### src/rtl/pc_unit_ras.sv
// Fetch program-counter unit: sequential, conditional branch, call/return via a
// circular return-address stack, back-end redirect, stall hold and sticky halt.
module pc_unit_ras #(
    parameter int ADDR_W = 16,
    parameter int STEP = 2,
    parameter int IMM_SHIFT = 1,
    parameter int RAS_DEPTH = 4,
    parameter logic [ADDR_W-1:0] RESET_PC = '0,
    localparam int CNT_W = $clog2(RAS_DEPTH + 1)
) (
    input  logic              clk,
    input  logic              rst,
    input  logic              stall,
    input  logic              hlt,
    input  logic              branch,
    input  logic [2:0]        cond,
    input  logic              flag_z,
    input  logic              flag_n,
    input  logic              flag_v,
    input  logic              addr_src,
    input  logic [ADDR_W-1:0] imm_off,
    input  logic [ADDR_W-1:0] reg_addr,
    input  logic              call,
    input  logic              ret,
    input  logic              redirect_valid,
    input  logic [ADDR_W-1:0] redirect_addr,
    output logic [ADDR_W-1:0] pc,
    output logic [ADDR_W-1:0] pc_plus,
    output logic              taken,
    output logic              halted,
    output logic [CNT_W-1:0]  ras_count,
    output logic              ras_overflow,
    output logic              ras_underflow
);

    localparam int PTR_W = $clog2(RAS_DEPTH);
    localparam logic [CNT_W-1:0] FULL = CNT_W'(RAS_DEPTH);

    typedef enum logic [2:0] {
        ACT_HOLD,
        ACT_SEQ,
        ACT_REDIRECT,
        ACT_HALT,
        ACT_SWAP,
        ACT_POP,
        ACT_PUSH,
        ACT_BRANCH
    } action_t;

    action_t           act;
    logic [ADDR_W-1:0] ras_mem [RAS_DEPTH];
    logic [PTR_W-1:0]  ptr;
    logic [PTR_W-1:0]  top_idx;
    logic [CNT_W-1:0]  cnt;
    logic              ras_empty;
    logic              ras_full;
    logic [ADDR_W-1:0] rel_tgt;
    logic [ADDR_W-1:0] tgt;
    logic              cond_eval;
    logic              cond_ok;
    logic              wr_en;
    logic [PTR_W-1:0]  wr_idx;

    assign pc_plus   = pc + ADDR_W'(STEP);
    assign rel_tgt   = pc_plus + (imm_off << IMM_SHIFT);
    assign tgt       = addr_src ? rel_tgt : reg_addr;
    assign top_idx   = ptr - PTR_W'(1);
    assign ras_empty = (cnt == '0);
    assign ras_full  = (cnt == FULL);
    assign ras_count = cnt;

    always_comb begin
        cond_eval = 1'b0;
        case (cond)
            3'b000:  cond_eval = ~flag_z;
            3'b001:  cond_eval = flag_z;
            3'b010:  cond_eval = ~flag_z & ~flag_n;
            3'b011:  cond_eval = flag_n;
            3'b100:  cond_eval = ~flag_n;
            3'b101:  cond_eval = flag_n | flag_z;
            3'b110:  cond_eval = flag_v;
            default: cond_eval = 1'b1;
        endcase
    end

    assign cond_ok = branch & cond_eval;

    // Priority chain; a swap or pop on an empty stack falls through to pc_plus.
    always_comb begin
        act = ACT_HOLD;
        if (rst || halted)       act = ACT_HOLD;
        else if (redirect_valid) act = ACT_REDIRECT;
        else if (hlt)            act = ACT_HALT;
        else if (stall)          act = ACT_HOLD;
        else if (ret && call)    act = ACT_SWAP;
        else if (ret)            act = ACT_POP;
        else if (call)           act = ACT_PUSH;
        else if (cond_ok)        act = ACT_BRANCH;
        else                     act = ACT_SEQ;
    end

    always_comb begin
        taken = 1'b0;
        case (act)
            ACT_REDIRECT, ACT_PUSH, ACT_BRANCH: taken = 1'b1;
            ACT_SWAP, ACT_POP:                  taken = ~ras_empty;
            default:                            taken = 1'b0;
        endcase
    end

    // A swap writes in place at the top unless the stack is empty, then it pushes.
    always_comb begin
        wr_en  = 1'b0;
        wr_idx = ptr;
        if (act == ACT_PUSH) begin
            wr_en = 1'b1;
        end else if (act == ACT_SWAP) begin
            wr_en  = 1'b1;
            wr_idx = ras_empty ? ptr : top_idx;
        end
    end

    always_ff @(posedge clk) begin
        if (wr_en)
            ras_mem[wr_idx] <= pc_plus;
    end

    always_ff @(posedge clk) begin
        if (rst) begin
            pc            <= RESET_PC;
            halted        <= 1'b0;
            cnt           <= '0;
            ptr           <= '0;
            ras_overflow  <= 1'b0;
            ras_underflow <= 1'b0;
        end else begin
            case (act)
                ACT_REDIRECT: pc <= redirect_addr;
                ACT_HALT:     halted <= 1'b1;
                ACT_SWAP: begin
                    if (ras_empty) begin
                        ras_underflow <= 1'b1;
                        ptr           <= ptr + PTR_W'(1);
                        cnt           <= CNT_W'(1);
                        pc            <= pc_plus;
                    end else begin
                        pc <= ras_mem[top_idx];
                    end
                end
                ACT_POP: begin
                    if (ras_empty) begin
                        ras_underflow <= 1'b1;
                        pc            <= pc_plus;
                    end else begin
                        pc  <= ras_mem[top_idx];
                        ptr <= top_idx;
                        cnt <= cnt - CNT_W'(1);
                    end
                end
                ACT_PUSH: begin
                    ptr <= ptr + PTR_W'(1);
                    if (ras_full)
                        ras_overflow <= 1'b1;
                    else
                        cnt <= cnt + CNT_W'(1);
                    pc <= tgt;
                end
                ACT_BRANCH: pc <= tgt;
                ACT_SEQ:    pc <= pc_plus;
                default:    ;
            endcase
        end
    end

endmodule

### config.mk
export PLATFORM = sky130hd
export DESIGN_NAME = pc_unit_ras
export DESIGN_NICKNAME = d
export VERILOG_FILES = /design/src/rtl/pc_unit_ras.sv
export SDC_FILE = /design/constraint.sdc
export NUM_CORES = 1
export LEC_CHECK = 0
export ABC_AREA = 1
export BUFFER_PORTS_ARGS = -buffer_cell sky130_fd_sc_hd__buf_2
export CAP_MARGIN = 5
export CORE_MARGIN = 2
export CORE_UTILIZATION = 62
export CTS_BUF_LIST = sky130_fd_sc_hd__clkbuf_4 sky130_fd_sc_hd__clkbuf_8
export CTS_CLUSTER_SIZE = 8
export DETAILED_ROUTE_END_ITERATION = 7
export PLACE_DENSITY_LB_ADDON = 0.2
export SLEW_MARGIN = 30
export SYNTH_ARGS = -nofsm -noshare
export SYNTH_HDL_FRONTEND = slang
export SYNTH_SLANG_ARGS = --single-unit
### constraint.sdc
create_clock -name clk -period 6 [get_ports clk]
set_input_delay 0.6 -clock clk [delete_from_list [all_inputs] [get_ports clk]]
set_output_delay 0.6 -clock clk [all_outputs]
set_load 0.005 [all_outputs]
==> results.yml <==
route:
  detail_route.wl_per_cell_um: 16.5
  wirelength_um: 14500
  drc: 0
  ant_nets: 0
  viasPerCell: 5.81
  dr.pass1.iters: 6
  num_vias: 5082
  drtIter0Drc: 405
floorplan:
  start_util: 0.631
  io_pins: 102
  fp-row-count: 34
  die-area_mm2: 0.00955
  core_area_mm2: 0.00864
  die_x_um: 97.7
  chipHeight_um: 97.7
finish:
  layout_common_cells: "167 x nand2_1, 100 x buf_2, 72 x inv_1"
  diodes: 0
  layout_commonest_cell: "nand2_1"
  layout-drive-gt1-share: 0.202
  multiInputGateArea_mm2: 0.00261
  seq_area_mm2: 0.00240
  post-route-util: 0.714
  nets: 841
  fillers: 709
  syn2layout_area_growth_pct: 13.2
worst_setup_path:
  critPathKind: "reg2reg"
  cp_slowest_stage_delay_ns: 0.55
  crit_family: "simple AND/OR/NAND/NOR gates"
  crit_required_ns: 6.26
  cp.buffers_inverters: 0
  cp_slowest_cell: "xor2_1"
  cp-start-kind: "flop"
  r2r_start: "pc[2]"
  cp_cell_sequence: "ha_1 > nand2_1 > nor2_1 > nand3_1 > nor2_1 > nand4_1 > xor2_1 > ha_1 > a21oi_1 > o21ai_0 > a21oi_1 > nand3_1 > nand3_1 > nand2_1 > nand2_1 > nand3_1 > a21oi_1 > a21oi_1"
  startpoint: "pc[2]"
  worstSetupEndpointType: "flop"
  crit_fanout: 8
  crit_arrival_ns: 3.92
min_path:
  hold_path_class: "reg2reg"
  min_from: "ras_overflow"
placement:
  gp_congestion: 0.992
  numPortBuffers: 100
  post-dp-hpwl_um: 10800
sta:
  clock.fmax_mhz: 273
  slew_headroom: 0.413
  period_minus_slack_ns: 3.67
  slew_viol_final: 0
  grt_setup_unrepaired: "no"
  worst_pin_slew_ns: 0.879
  worst_clock_skew_ns: 0.0192
  tns_ns: 0
  hold_viol: 0
  finalCritPeriodShare: 0.611
  finalSetupViolCount: 0
cts:
  hold_buffers: 0
  cts_buffers: 9
  cts_tree: "yes"
  path_clk_slew_ns: 0.10
  cts_setup_buffers: 0
  insertion_delay_ns: 0.36
  clock_sinks: 88
  h-tree-depth: 3
  clock_path_buffers: 2
  cts_root_buf: "clkbuf_8"
  cts_resized: 0
yosys:
  yosys_warnings: 0
  synth.distinct_cells: 48
  synth_nets: 748
  ys.flop_type: "edfxtp_1"
  syn_inst: 668
  synth.area.top_cells: "edfxtp_1 35%, nand2_1 12%, dfxtp_1 8.8%"
  synth_edf_count: 64
  avgSynthCellArea_um2: 8.15
  yosysSeqAreaShare: 0.441
  netlist_area_mm2: 0.00545
  yosysTopAreaCell: "edfxtp_1"
  ys_ff_latch: 88
  postSynth.asyncResetShare: 0
  synth_top_area_share: 0.353
global_routing:
  grt_pass1_vias: 4921
  grt_pass1_wl_um: 23500
  antenna_found_initial: 0
  grt_max_degree: 30
  overflow: 0
  grt_usage: 0.311
pwr:
  power_density_mw_per_mm2: 225
  ir_worst_vdd_mv: 0.119
  p_leak_nw: 2.79
flow_run:
  maxCapViolations: 0
outcome:
  outcome: "finished, final reports clean"
==> final timing paths <==
kind	to	cells past startpoint	slack, ns
min reg2reg	ras_overflow	2	0.45
min	ras_overflow	2	0.45
max reg2reg	pc[14]	18	2.33
max	pc[14]	18	2.33
==> area by class of cell <==
| class | instances | area share |
|---|---|---|
| timing repair buffer | 104 | 0.0861 |
| inverter | 80 | 0.0487 |
| multi-input combinational | 478 | 0.424 |
| clock buffer | 10 | 0.0213 |
| clock inverter | 6 | 0.00853 |
| tap | 108 | 0.0219 |
| sequential | 88 | 0.390 |
==> cell families after synthesis <==
| logic type | share of synthesized area |
|---|---|
| AND/OR/NAND/NOR | 0.259 |
| XOR/XNOR | 0.0306 |
| AO/OA/AOI/OAI | 0.147 |
| flip-flops | 0.441 |
| adder cells (fa/ha/maj) | 0.0418 |
| buffers and inverters | 0.0799 |
==> Yosys cell counts, drive strengths merged (12+ instances only) <==
| library cell | n |
|---|---|
| nand3 | 50 |
| a21oi | 43 |
| inv | 78 |
| o22ai | 17 |
| xor2 | 14 |
| o211ai | 19 |
| dfxtp | 24 |
| nand2 | 179 |
| edfxtp | 64 |
| o21ai | 31 |
| ha | 15 |
| nor2 | 61 |
| buf | 12 |
==> flip-flops by register name, summed over array words and instances, names as in the netlist <==
name	count
ras_count	3
ptr	2
pc	16
ras_underflow	1
halted	1
ras_mem	64
ras_overflow	1
==> tightest hold or removal path, cell delays in order, from the launching register on <==
cell and delay [ns]:
dfxtp_1 0.32, inv_1 0.04, a21oi_1 0.05
==> through the flow <==
| stage | cells | hold slack [ns] | power, mW | instance area, um^2 | setup WS, ns |
|---|---|---|---|---|---|
| 2_1_floorplan | 668 | 0.447 | 0.910 | 5450 | 3.13 |
| 3_3_place_gp | 858 | 0.436 | 0.993 | 5980 | 2.55 |
| 3_5_place_dp | 858 | 0.442 | 1.01 | 5980 | 2.39 |
| 4_1_cts | 874 | 0.456 | 1.38 | 6160 | 2.36 |
| 5_1_grt | 874 | 0.489 | 1.45 | 6160 | 1.96 |
| 6_report | 874 | 0.452 | 1.38 | 6160 | 2.33 |
==> routing by layer <==
metal  vias up  track usage  share of wire
met5         -            0              0
met3        37       0.0489          0.086
met2       254        0.503           0.47
li1       2463            -              -
met1      2328        0.421           0.41
met4         0        0.128          0.027
==> power breakdown <==
group          switching, mW  internal, mW  total [mW]
registers             0.0188         0.673       0.692
logic                  0.195         0.112       0.307
clock network          0.223         0.161       0.384
(Power assumes the default switching activity.)
